$ cat config.mk
export PLATFORM = sky130hd
export DESIGN_NAME = pe2_result_collector
export DESIGN_NICKNAME = d
export VERILOG_FILES = /design/src/rtl/pe2_result_collector.sv
export SDC_FILE = /design/constraint.sdc
export NUM_CORES = 1
export LEC_CHECK = 0
export ABC_AREA = 1
export CORE_MARGIN = 4
export CORE_UTILIZATION = 62
export CTS_BUF_LIST = sky130_fd_sc_hd__clkbuf_2
export DETAILED_ROUTE_END_ITERATION = 10
export PLACE_DENSITY = 0.81
export SYNTH_ARGS = -nofsm -noshare
export SYNTH_HDL_FRONTEND = slang
export SYNTH_SLANG_ARGS = --single-unit
$ cat constraint.sdc
create_clock -name clk -period 4.2 [get_ports clk]
set_clock_uncertainty 0.05 [all_clocks]
set_input_delay 0.84 -clock clk [delete_from_list [all_inputs] [get_ports clk]]
set_output_delay 0.84 -clock clk [all_outputs]
set_load 0.02 [all_outputs]
$ cat src/rtl/pe2_result_collector.sv
// -----------------------------------------------------------------------------
// pe2_result_collector
//
// Output-side companion to the PE2 butterfly. Every op issued to PE2 leaves a
// tag {sel, idx} in a tag shift register. When the tag reaches the tap that
// matches its mode latency, PE2's bf_upper/bf_lower are captured together with
// the tag into a first-word fall-through FIFO for the downstream memory writer.
// Credit-based backpressure on in_ready guarantees that every in-flight op
// already owns a FIFO slot. Mode changes stall the issuer until the pipeline
// drains, so NTT and INTT results can never land in the same cycle.
//
// Optional feature: define PE2_COLLECT_CHECK_EN to carry expected results
// (exp_upper/exp_lower) with each tag and count capture-time mismatches.
//
// Parameters:
//   DATA_WIDTH  coefficient width
//   NTT_LAT     PE2 latency for sel=0
//   INTT_LAT    PE2 latency for sel=1, must be >= NTT_LAT
//   FIFO_DEPTH  result FIFO entries, power of two, >= 2
//   IDX_WIDTH   issue-index width (wraps at 2^IDX_WIDTH)
//
// Ports:
//   clk, rst            clock (rising edge), asynchronous active-low reset
//   in_valid, in_sel    op presented to PE2 this cycle and its mode
//   in_ready            issue permitted; an issue is in_valid & in_ready
//   pe_upper, pe_lower  PE2 bf_upper / bf_lower
//   exp_upper/lower     (check build only) expected results, sampled at issue
//   mismatch_cnt        (check build only) saturating mismatch count
//   mismatch            (check build only) 1-cycle pulse on a bad capture
//   out_valid/ready     FIFO head handshake
//   out_upper/lower     captured results at the FIFO head
//   out_idx, out_sel    issue index and mode of the FIFO head
//   inflight            ops issued but not yet captured
// -----------------------------------------------------------------------------
module pe2_result_collector #(
  parameter int DATA_WIDTH = 12,
  parameter int NTT_LAT    = 8,
  parameter int INTT_LAT   = 14,
  parameter int FIFO_DEPTH = 8,
  parameter int IDX_WIDTH  = 16
) (
  input  logic                  clk,
  input  logic                  rst,
  input  logic                  in_valid,
  input  logic                  in_sel,
  output logic                  in_ready,
  input  logic [DATA_WIDTH-1:0] pe_upper,
  input  logic [DATA_WIDTH-1:0] pe_lower,
`ifdef PE2_COLLECT_CHECK_EN
  input  logic [DATA_WIDTH-1:0] exp_upper,
  input  logic [DATA_WIDTH-1:0] exp_lower,
  output logic [IDX_WIDTH-1:0]  mismatch_cnt,
  output logic                  mismatch,
`endif
  output logic                  out_valid,
  input  logic                  out_ready,
  output logic [DATA_WIDTH-1:0] out_upper,
  output logic [DATA_WIDTH-1:0] out_lower,
  output logic [IDX_WIDTH-1:0]  out_idx,
  output logic                  out_sel,
  output logic [4:0]            inflight
);

  localparam int AW = $clog2(FIFO_DEPTH);
  localparam int CW = AW + 1;
  localparam logic [CW-1:0] DEPTH_C = CW'(FIFO_DEPTH);
  localparam int NTT_TAP  = NTT_LAT - 1;
  localparam int INTT_TAP = INTT_LAT - 1;

  typedef struct packed {
    logic                  vld;
    logic                  sel;
    logic [IDX_WIDTH-1:0]  idx;
`ifdef PE2_COLLECT_CHECK_EN
    logic [DATA_WIDTH-1:0] exp_up;
    logic [DATA_WIDTH-1:0] exp_lo;
`endif
  } tag_t;

  typedef struct packed {
    logic [DATA_WIDTH-1:0] upper;
    logic [DATA_WIDTH-1:0] lower;
    logic [IDX_WIDTH-1:0]  idx;
    logic                  sel;
  } entry_t;

  tag_t                 tags [INTT_LAT];
  tag_t                 new_tag;
  entry_t               mem [FIFO_DEPTH];
  entry_t               head;
  logic [IDX_WIDTH-1:0] issue_idx;
  logic                 mode_q;     // mode of the ops currently in flight
  logic [AW-1:0]        wr_ptr, rd_ptr;
  logic [CW-1:0]        fifo_cnt;
  logic                 fire, pop, push, fifo_full, mode_ok, credit_ok;
  logic                 cap_ntt, cap_intt, capture, cap_sel;
  logic [IDX_WIDTH-1:0] cap_idx;

  // ---------------------------------------------------------------- issue side
  assign out_valid = (fifo_cnt != '0);
  assign pop       = out_valid & out_ready;
  assign fifo_full = (fifo_cnt == DEPTH_C);

  // Mixing modes in flight could make an INTT capture collide with a later
  // NTT capture, so a mode change waits for an empty pipeline.
  assign mode_ok   = (inflight == '0) || (in_sel == mode_q);
  // free = DEPTH - cnt + pop must exceed inflight; rearranged to stay unsigned.
  assign credit_ok = (32'(DEPTH_C) + 32'(pop)) > (32'(fifo_cnt) + 32'(inflight));
  assign in_ready  = rst & mode_ok & credit_ok;
  assign fire      = in_valid & in_ready;

  // NOTE: always_comb assigns every output first, so no path can infer a latch.
  always_comb begin
    new_tag     = '0;
    new_tag.vld = fire;
    new_tag.sel = in_sel;
    new_tag.idx = issue_idx;
`ifdef PE2_COLLECT_CHECK_EN
    new_tag.exp_up = exp_upper;
    new_tag.exp_lo = exp_lower;
`endif
  end

  // -------------------------------------------------------------- capture side
  assign cap_ntt  = tags[NTT_TAP].vld  & ~tags[NTT_TAP].sel;
  assign cap_intt = tags[INTT_TAP].vld &  tags[INTT_TAP].sel;
  assign capture  = cap_ntt | cap_intt;
  assign cap_sel  = cap_ntt ? tags[NTT_TAP].sel : tags[INTT_TAP].sel;
  assign cap_idx  = cap_ntt ? tags[NTT_TAP].idx : tags[INTT_TAP].idx;
  // A push on full without a pop would violate the credit invariant; it is
  // refused here and flagged by the assertion below.
  assign push     = capture & (~fifo_full | pop);

  // NOTE: sequential state uses non-blocking assignments so every flop samples
  // pre-edge values regardless of statement order.
  always_ff @(posedge clk or negedge rst) begin
    if (!rst) begin
      for (int i = 0; i < INTT_LAT; i++) tags[i] <= '0;
      issue_idx <= '0;
      mode_q    <= 1'b0;
      inflight  <= '0;
    end else begin
      tags[0] <= new_tag;
      for (int i = 1; i < INTT_LAT; i++) begin
        tags[i] <= tags[i-1];
        // An NTT tag retires at its tap; INTT tags pass through untouched.
        if (i == NTT_LAT && cap_ntt) tags[i].vld <= 1'b0;
      end
      if (fire) begin
        issue_idx <= issue_idx + 1'b1;
        mode_q    <= in_sel;
      end
      case ({fire, capture})
        2'b10:   inflight <= inflight + 5'd1;
        2'b01:   inflight <= inflight - 5'd1;
        default: inflight <= inflight;
      endcase
    end
  end

  // ---------------------------------------------------------------------- FIFO
  // NOTE: FIFO storage has no reset; out_* are gated by out_valid so stale
  // contents are never visible.
  always_ff @(posedge clk) begin
    if (push) mem[wr_ptr] <= '{upper: pe_upper, lower: pe_lower,
                               idx: cap_idx, sel: cap_sel};
  end

  always_ff @(posedge clk or negedge rst) begin
    if (!rst) begin
      wr_ptr   <= '0;
      rd_ptr   <= '0;
      fifo_cnt <= '0;
    end else begin
      if (push) wr_ptr <= wr_ptr + 1'b1;
      if (pop)  rd_ptr <= rd_ptr + 1'b1;
      case ({push, pop})
        2'b10:   fifo_cnt <= fifo_cnt + 1'b1;
        2'b01:   fifo_cnt <= fifo_cnt - 1'b1;
        default: fifo_cnt <= fifo_cnt;
      endcase
    end
  end

  assign head      = mem[rd_ptr];
  assign out_upper = out_valid ? head.upper : '0;
  assign out_lower = out_valid ? head.lower : '0;
  assign out_idx   = out_valid ? head.idx   : '0;
  assign out_sel   = out_valid & head.sel;

  push_never_full: assert property (@(posedge clk) disable iff (!rst)
                                    !(capture && fifo_full && !pop));

`ifdef PE2_COLLECT_CHECK_EN
  // ------------------------------------------------------- optional checking
  logic cap_bad;
  assign cap_bad = cap_ntt
    ? (pe_upper != tags[NTT_TAP].exp_up)  || (pe_lower != tags[NTT_TAP].exp_lo)
    : (pe_upper != tags[INTT_TAP].exp_up) || (pe_lower != tags[INTT_TAP].exp_lo);

  always_ff @(posedge clk or negedge rst) begin
    if (!rst) begin
      mismatch     <= 1'b0;
      mismatch_cnt <= '0;
    end else begin
      mismatch <= capture & cap_bad;
      if (capture && cap_bad && (mismatch_cnt != '1))
        mismatch_cnt <= mismatch_cnt + 1'b1;
    end
  end
`endif

endmodule

# Yosys cells after proc, flatten, opt, wreduce, memory -nomap -nowiden
# Memories as Yosys holds them, arrays and structs flattened.
# Index checks and enable logic that the tools add are counted.
[word_totals] ff_bits=284 n_memories=1 out_inout_bits=48 mem_bits_rw=328
[classes] n_addsub=9 order_cmp=1 muxes=10 reduce_logical=5 bitwise_logic=12 n_eq_ne=6
[mem_list] memory="mem" words=8 word_bits=41 read_ports=1 rd_clocked_by_memory_dff=0 write_ports=1 line_no="89" text="entry_t mem [FIFO_DEPTH];"
[ops] op="$mux W16" n=2
[ops] op="$mux W12" n=2
[ops] op="$add A16 B1 Y16 const B" n=1
[ops] op="$pmux W5 S2" n=1
[ops] op="$and A1 B1 Y1" n=8
[ops] op="$pmux W4 S2" n=1
[ops] op="$add A3 B1 Y3 const B" n=2
[ops] op="$add A4 B5 Y6" n=1
[ops] op="$gt A5 B6 Y1" n=1
[ops] op="$add A4 B1 Y5 const A" n=1
[ops] op="$add A5 B1 Y5 const B" n=1
[ops] op="$logic_not A5 Y1" n=1
[ops] op="$sub A5 B1 Y5 const B" n=1
[ops] op="$add A4 B1 Y4 const B" n=1
[ops] op="$eq A2 B1 Y1 const B" n=2
[ops] op="$eq A2 B2 Y1 const B" n=2
[ops] op="$eq A4 B4 Y1 const B" n=1
[ops] op="$mux W1" n=4
[ops] op="$reduce_bool A2 Y1" n=2
[ops] op="$reduce_bool A4 Y1" n=1
[ops] op="$sub A4 B1 Y4 const B" n=1
[ops] op="$not A1 Y1" n=2
[ops] op="$or A1 B1 Y1" n=2
[ops] op="$eq A1 B1 Y1" n=1
[ops] op="$logic_or A1 B1 Y1" n=1

# Longest topological paths before layout
# Gate-level depths: netlist (run 1).
[logic_depth] ltp_word=8 ltp_mapped=19 mapped_depth_nobuf=18

# Worst setup path before layout (run 1)
# No wires, ideal clock.
[synth_timing] path_type="input-to-reg" startpoint="input port out_ready" endpoint="memory mem[0][0] in the netlist's numbering, enable pin" path_stages=5 slack_ns=0.695 arrival_ns=3.016 t_required_ns=3.711 cell_sequence="inv_1 nand4_1 nand2_1 or2_1 nor2_1"
[synth_between] elab_chain_len=5
[synth_rtl] element="start, declared" line_no="56" text="input logic out_ready,"
[synth_rtl] element="$and A1 B1 Y1" line_no="101" text="assign pop = out_valid & out_ready;"
[synth_rtl] element="$or A1 B1 Y1" line_no="132" text="assign push = capture & (~fifo_full | pop);"
[synth_rtl] element="$and A1 B1 Y1" line_no="132"
[synth_rtl] element="$mux W1" line_no="165" text="if (push) mem[wr_ptr] <= '{upper: pe_upper, lower: pe_lower,"
[synth_rtl] element="$mux W1 (not written as such)" line_no="165"
[synth_rtl] element="end, declared" line_no="89"
# No other way between the ends.

# Worst setup path after layout (run 1)
[layout_timing] startpoint="register rd_ptr[0]" endpoint="output port out_idx[9]"
[layout_between] elab_chain_len=2
[layout_rtl] element="start, declared" line_no="93" text="logic [AW-1:0] wr_ptr, rd_ptr;"
[layout_rtl] element="start signal, assigned" line_no="176" text="if (pop) rd_ptr <= rd_ptr + 1'b1;"
[layout_rtl] element="$mem_v2 Z8 W41"
[layout_rtl] element="$mux W16" line_no="188" text="assign out_idx = out_valid ? head.idx : '0;"
[layout_rtl] element="end, declared" line_no="59" text="output logic [IDX_WIDTH-1:0] out_idx,"
# No other way between the ends.

==> results.py, run 1 <==
metrics = {
    "run_status": {
        "status": "finished, final reports clean",
    },
    "logic_synthesis": {
        "postSynthCellCount": 1588,
        "synthArstFlopShare_pct": 46.4,
        "synth_cell_types": 32,
        "syn_nets": 1634,
        "yosysTopAreaCellShare_pct": 45.6,
        "yosysTopAreaCell": "edfxtp_1",
        "syn_area_um2": 21600,
        "synth-main-ff-cell": "edfxtp_1",
        "ys_ff_latch": 612,
        "ys_warn_count": 0,
        "synth_edf_count": 328,
        "avgSynthCellArea_um2": 13.6,
        "yosysSeqAreaShare_pct": 78.4,
        "ys_top_cells_by_area": "edfxtp_1 (46%), dfrtp_1 (33%), nor2_1 (6.3%)",
    },
    "critical_path": {
        "crit_start": "rd_ptr[0]",
        "cp_data_arrival_time_ns": 3.14,
        "r2r-start": "inflight[0]",
        "cp_max_fo": 30,
        "start_kind": "register",
        "required_ns": 3.31,
        "cp-end-kind": "primary output",
        "critPathKind": "register to primary output",
    },
    "placement": {
        "placed_area_um2": 22900,
        "port-buffer-count": 76,
        "place_congestion": 0.846,
        "hpwl_mm": 21.8,
    },
    "floorplanning": {
        "start_util_pct": 62.7,
        "design.die.area_um2": 37900,
        "rows": 68,
        "io_pins": 77,
        "dieHeight_um": 195,
        "die_width_um": 195,
        "core_area_um2": 34500,
    },
    "global_route": {
        "grt_pass1_wl_mm": 66.6,
        "grt_max_degree": 209,
        "grt_pass1_vias": 13400,
        "overflow": 0,
        "track_usage_pct": 22.2,
        "antenna_found_initial": 1,
    },
    "clock_tree": {
        "worst_skew_pair.late_latency_ns": 0.98,
        "htree_levels": 4,
        "cts.sinks": 612,
        "clockBufferDepth": 3,
        "cts_tree": "done",
        "clk_pin_slew_worst_paths_ns": 0.11,
        "numCtsBuffers": 142,
        "root_buffer": "clkbuf_2",
    },
    "sta": {
        "hold_viol": 0,
        "fin_crit_ns": 4.03,
        "setup_viol": 0,
        "tns_ns": 0,
        "relSlewSlack_pct": 26.3,
        "fmax_mhz": 248,
        "fin_crit_sh_pct": 96.0,
        "worstMarginPinSlew_ns": 1.10,
        "drv_slew": 0,
    },
    "final_layout": {
        "drive_gt1_share_pct": 14.8,
        "areaGrowthSynthToFinish_pct": 13.1,
        "fin_area_um2": 24400,
        "nets": 1814,
        "seq_area_um2": 17000,
        "multi_input_area_um2": 4180,
        "nFillCells": 2245,
    },
    "power": {
        "leakagePower_uw": 0.0105,
        "powerDensity_nw_per_um2": 632,
        "ir_worst_vdd_uv": 583,
    },
    "detailed_routing": {
        "first_pass_iters": 5,
        "vias_per_cell": 5.53,
        "drc": 0,
        "wl_per_cell_um": 18.1,
        "drt_wl_total_mm": 42.3,
        "drt_iter0_drc": 923,
        "num_vias": 12900,
        "postRouteAntennaNets": 0,
    },
    "run": {
        "max_cap_viol_count": 0,
    },
    "min_path": {
        "min_from": "tags[206]",
        "hold_path_class": "register to register",
    },
}
-- stage by stage --
step | hold slack [ns] | total power [uW] | setup slack, ns | std cells | util (%)
after floorplan | 0.281 | 10000 | 0.695 | 1588 | -
after global placement | 0.281 | 11600 | 0.374 | 2070 | 66.5
after detailed placement | 0.285 | 11800 | 0.396 | 2070 | 66.5
after CTS | 0.237 | 15500 | -0.00914 | 2331 | 70.7
after global routing | 0.249 | 16400 | -0.00254 | 2335 | 71.0
final | 0.255 | 15400 | 0.168 | 2335 | 71.0
-- flip-flops by register name (all words and copies together), names as in the netlist --
signal and cells:
mode_q 1, fifo_cnt 4, inflight 5, tags 252, wr_ptr 3, issue_idx 16, rd_ptr 3, mem 328
-- worst paths after layout --
check                      slack, ns  cells after the start           to
max                             0.17                      7   out_idx[9]
min                             0.26                      0    tags[188]
max reg2reg                     0.86                     15  inflight[4]
min reg2reg                     0.26                      0    tags[188]
max in group asynchronous       1.86                      4    tags[140]
min in group asynchronous       0.62                      3     tags[36]
-- cell families (layout without fill, tap and decap cells) --
logic type,Yosys count,in the layout,synth area share [%]
buffers and inverters,116,407,2.53
AND/OR/NAND/NOR,565,565,10.5
AO/OA/AOI/OAI,263,263,6.83
XOR/XNOR,15,15,0.608
flip-flops,612,612,78.4
other,0,1,0
adder cells (fa/ha/maj),17,17,1.09
-- cells in the final DEF, fill, tap and decap left out, types with 17 or more instances in the layout --
cell type          n
o21ai_1           41
nor2_1           356
dfrtp_1          281
inv_1             39
clkbuf_2         206
edfxtp_1         328
o32ai_1           41
clkdlybuf4s50_1   39
nand2_1          149
nand4_1           23
o21ai_0          172
dlygate4sd2_1     19
dlymetal6s2s_1    17
clkinv_1          37
-- cells in the mapped netlist (all sizes together) (14+ instances only) --
cell	count
clkbuf	37
o32ai	41
nand2	153
ha	14
nand4	24
o21ai	214
dfrtp	284
edfxtp	328
nand3	19
inv	42
nor2	367
buf	37
-- where the power goes --
group          total (uW)  switching [uW]  internal, uW  leakage [uW]
clock network        3580            2140          1440      0.000983
logic                5020            3200          1810       0.00261
registers            6850             236          6610       0.00692
total               15400            5580          9870        0.0105
-- final cells by class --
type	count	share of cell area [%]
Multi-Input combinational cell	860	17.1
Clock inverter	49	0.993
Inverter	42	0.696
Antenna cell	1	0.0102
Sequential cell	612	69.4
Tap cell	455	2.33
Clock buffer	206	4.22
Timing Repair Buffer	110	5.28
-- critical path: stages (launching register included) --
cell	delay, ns
dfrtp_4	0.61
inv_12	0.19
bufbuf_16	0.36
nor2_1	0.07
o32ai_1	0.26
nor2_1	0.10
nor2_1	0.21
dlygate4sd2_1	0.37
-- per-layer routing --
layer / global-route usage [%] / wire length, um
met2: 37.0 / 21400
met5: 0 / 0
met3: 4.89 / 3220
met1: 28.5 / 16500
met4: 9.70 / 1100
-- timing repair --
action,4_1_cts,5_1_grt
setup endpoints to repair,42,22
resized for setup,32,19
pin swaps,1,0
gates cloned,3,1
hold buffers,1,0
hold endpoints to repair,76,0
setup buffers,2,2
Note: power is estimated with default switching activity, not from simulation.
==> run 2, diff against run 1 <==
--- a/config.mk
+++ b/config.mk
@@ -11,6 +11,7 @@
 export CTS_BUF_LIST = sky130_fd_sc_hd__clkbuf_2
 export DETAILED_ROUTE_END_ITERATION = 10
 export PLACE_DENSITY = 0.81
+export SETUP_SLACK_MARGIN = 0.2
 export SYNTH_ARGS = -nofsm -noshare
 export SYNTH_HDL_FRONTEND = slang
 export SYNTH_SLANG_ARGS = --single-unit
==> results.py, run 2 (same netlist as run 1, synthesis figures left out) <==
metrics = {
    "placement": {
        "place_inst": 2070,
        "hpwl_mm": 21.8,
        "place_congestion": 0.846,
        "port-buffer-count": 76,
        "dp_slack_ns": 0.396,
    },
    "run_status": {
        "status": "finished, final reports clean",
    },
    "floorplanning": {
        "rows": 68,
        "start_util_pct": 62.7,
        "design.die.area_um2": 37900,
        "io_pins": 77,
        "dieHeight_um": 195,
        "core_area_um2": 34500,
        "die_width_um": 195,
    },
    "critical_path": {
        "critPathKind": "register to primary output",
        "cp_max_fo": 30,
        "required_ns": 3.31,
        "cp-end-kind": "primary output",
        "start_kind": "register",
        "cp_data_arrival_time_ns": 2.97,
    },
    "clock_tree": {
        "worst_skew_pair.late_latency_ns": 0.98,
        "cts.sinks": 612,
        "numCtsBuffers": 142,
        "root_buffer": "clkbuf_2",
        "cts_tree": "done",
        "htree_levels": 4,
        "clockBufferDepth": 3,
        "clk_pin_slew_worst_paths_ns": 0.11,
    },
    "power": {
        "leakagePower_uw": 0.0105,
        "powerDensity_nw_per_um2": 633,
        "ir_worst_vdd_uv": 566,
    },
    "global_route": {
        "grt_pass1_wl_mm": 67.3,
        "grt_pass1_vias": 13500,
        "track_usage_pct": 22.4,
        "antenna_found_initial": 1,
        "overflow": 0,
        "grt_max_degree": 209,
    },
    "sta": {
        "setup_viol": 0,
        "fin_crit_sh_pct": 92.0,
        "drv_slew": 0,
        "hold_viol": 0,
        "worstMarginPinSlew_ns": 1.07,
        "fmax_mhz": 259,
        "setup_ws_ns": 0.337,
        "tns_ns": 0,
        "relSlewSlack_pct": 28.6,
        "rsz0062_at_grt": "true",
        "hold_ws_ns": 0.253,
        "fin_crit_ns": 3.86,
    },
    "final_layout": {
        "mostFrequentLayoutCell": "nor2_1",
        "nets": 1816,
        "layout_common_cells": "nor2_1 (353), edfxtp_1 (328), dfrtp_1 (280)",
        "top_regs": "mem: 328 flops, tags: 252 flops, issue_idx: 16 flops",
        "largest-register": "mem",
        "areaGrowthSynthToFinish_pct": 13.1,
        "largest_reg_flops": 328,
        "drive_gt1_share_pct": 15.5,
        "finalNonFillerCells": 2337,
    },
    "min_path": {
        "hold_path_class": "register to register",
    },
    "detailed_routing": {
        "vias_per_cell": 5.55,
        "postRouteAntennaNets": 0,
        "drt_iter0_drc": 962,
        "drt_wl_total_mm": 42.6,
        "first_pass_iters": 6,
        "drc": 0,
        "num_vias": 13000,
        "wl_per_cell_um": 18.2,
    },
    "run": {
        "max_cap_viol_count": 0,
    },
}
## run 2: worst max-delay path, stage by stage, from the launching register on
cell and delay [ns]:
dfrtp_4 0.56, inv_12 0.17, bufbuf_16 0.37, nor2_1 0.07, o32ai_1 0.27, nor2_1 0.11, nor2_2 0.17, clkdlybuf4s15_2 0.28
## run 2: cell type report
cell class / instances / area [um2]
clock inverters: 49 / 243
flip-flops and latches: 612 / 17000
repair buffers: 112 / 1280
well taps: 455 / 569
inverters: 42 / 170
diodes: 1 / 2.50
clock buffers: 206 / 1030
fillers: 2243 / 10000
multi-input cells: 860 / 4190
## run 2: through the flow
stage / total power, uW / util [%] / cell area (um2)
after floorplan: 10000 / - / 21600
after detailed placement: 11800 / 66.5 / 22900
after global placement: 11600 / 66.5 / 22900
after CTS: 15500 / 70.8 / 24400
after global routing: 16400 / 71.0 / 24500
final: 15500 / 71.0 / 24500
## run 2: final timing paths
kind,startpoint,depth (start not counted),end,slack [ns]
worst min register to register,tags[190],0,tags[172],0.25
worst max-delay path,rd_ptr[0],7,out_idx[9],0.34
worst min-delay path,tags[190],0,tags[172],0.25
max in group asynchronous,rst,4,tags[86],1.88
worst max register to register,fifo_cnt[0],15,inflight[4],0.92
min in group asynchronous,rst,3,tags[36],0.61
## run 2: what timing repair did
item | in CTS | in global routing
hold endpoints to repair | 76 | 0
cloned | 4 | 0
resized for setup | 55 | 28
pin swaps | 1 | 1
hold buffers | 1 | 0
setup buffers | 3 | 3
setup endpoints to repair | 42 | 29
## run 2: routing by layer
| layer | part of all wire (%) | up-vias | global-route usage (%) |
|---|---|---|---|
| li1 | - | 5972 | - |
| met5 | 0 | - | 0 |
| met1 | 38 | 6320 | 28.9 |
| met3 | 8.2 | 102 | 5.13 |
| met2 | 51 | 570 | 37.4 |
| met4 | 2.1 | 0 | 9.23 |
## run 2: power breakdown
part	total [uW]	switching, uW	leakage (uW)	internal (uW)
combinational	5070	3280	0.00257	1790
sequential	6820	210	0.00692	6610
clock	3570	2130	0.000983	1440
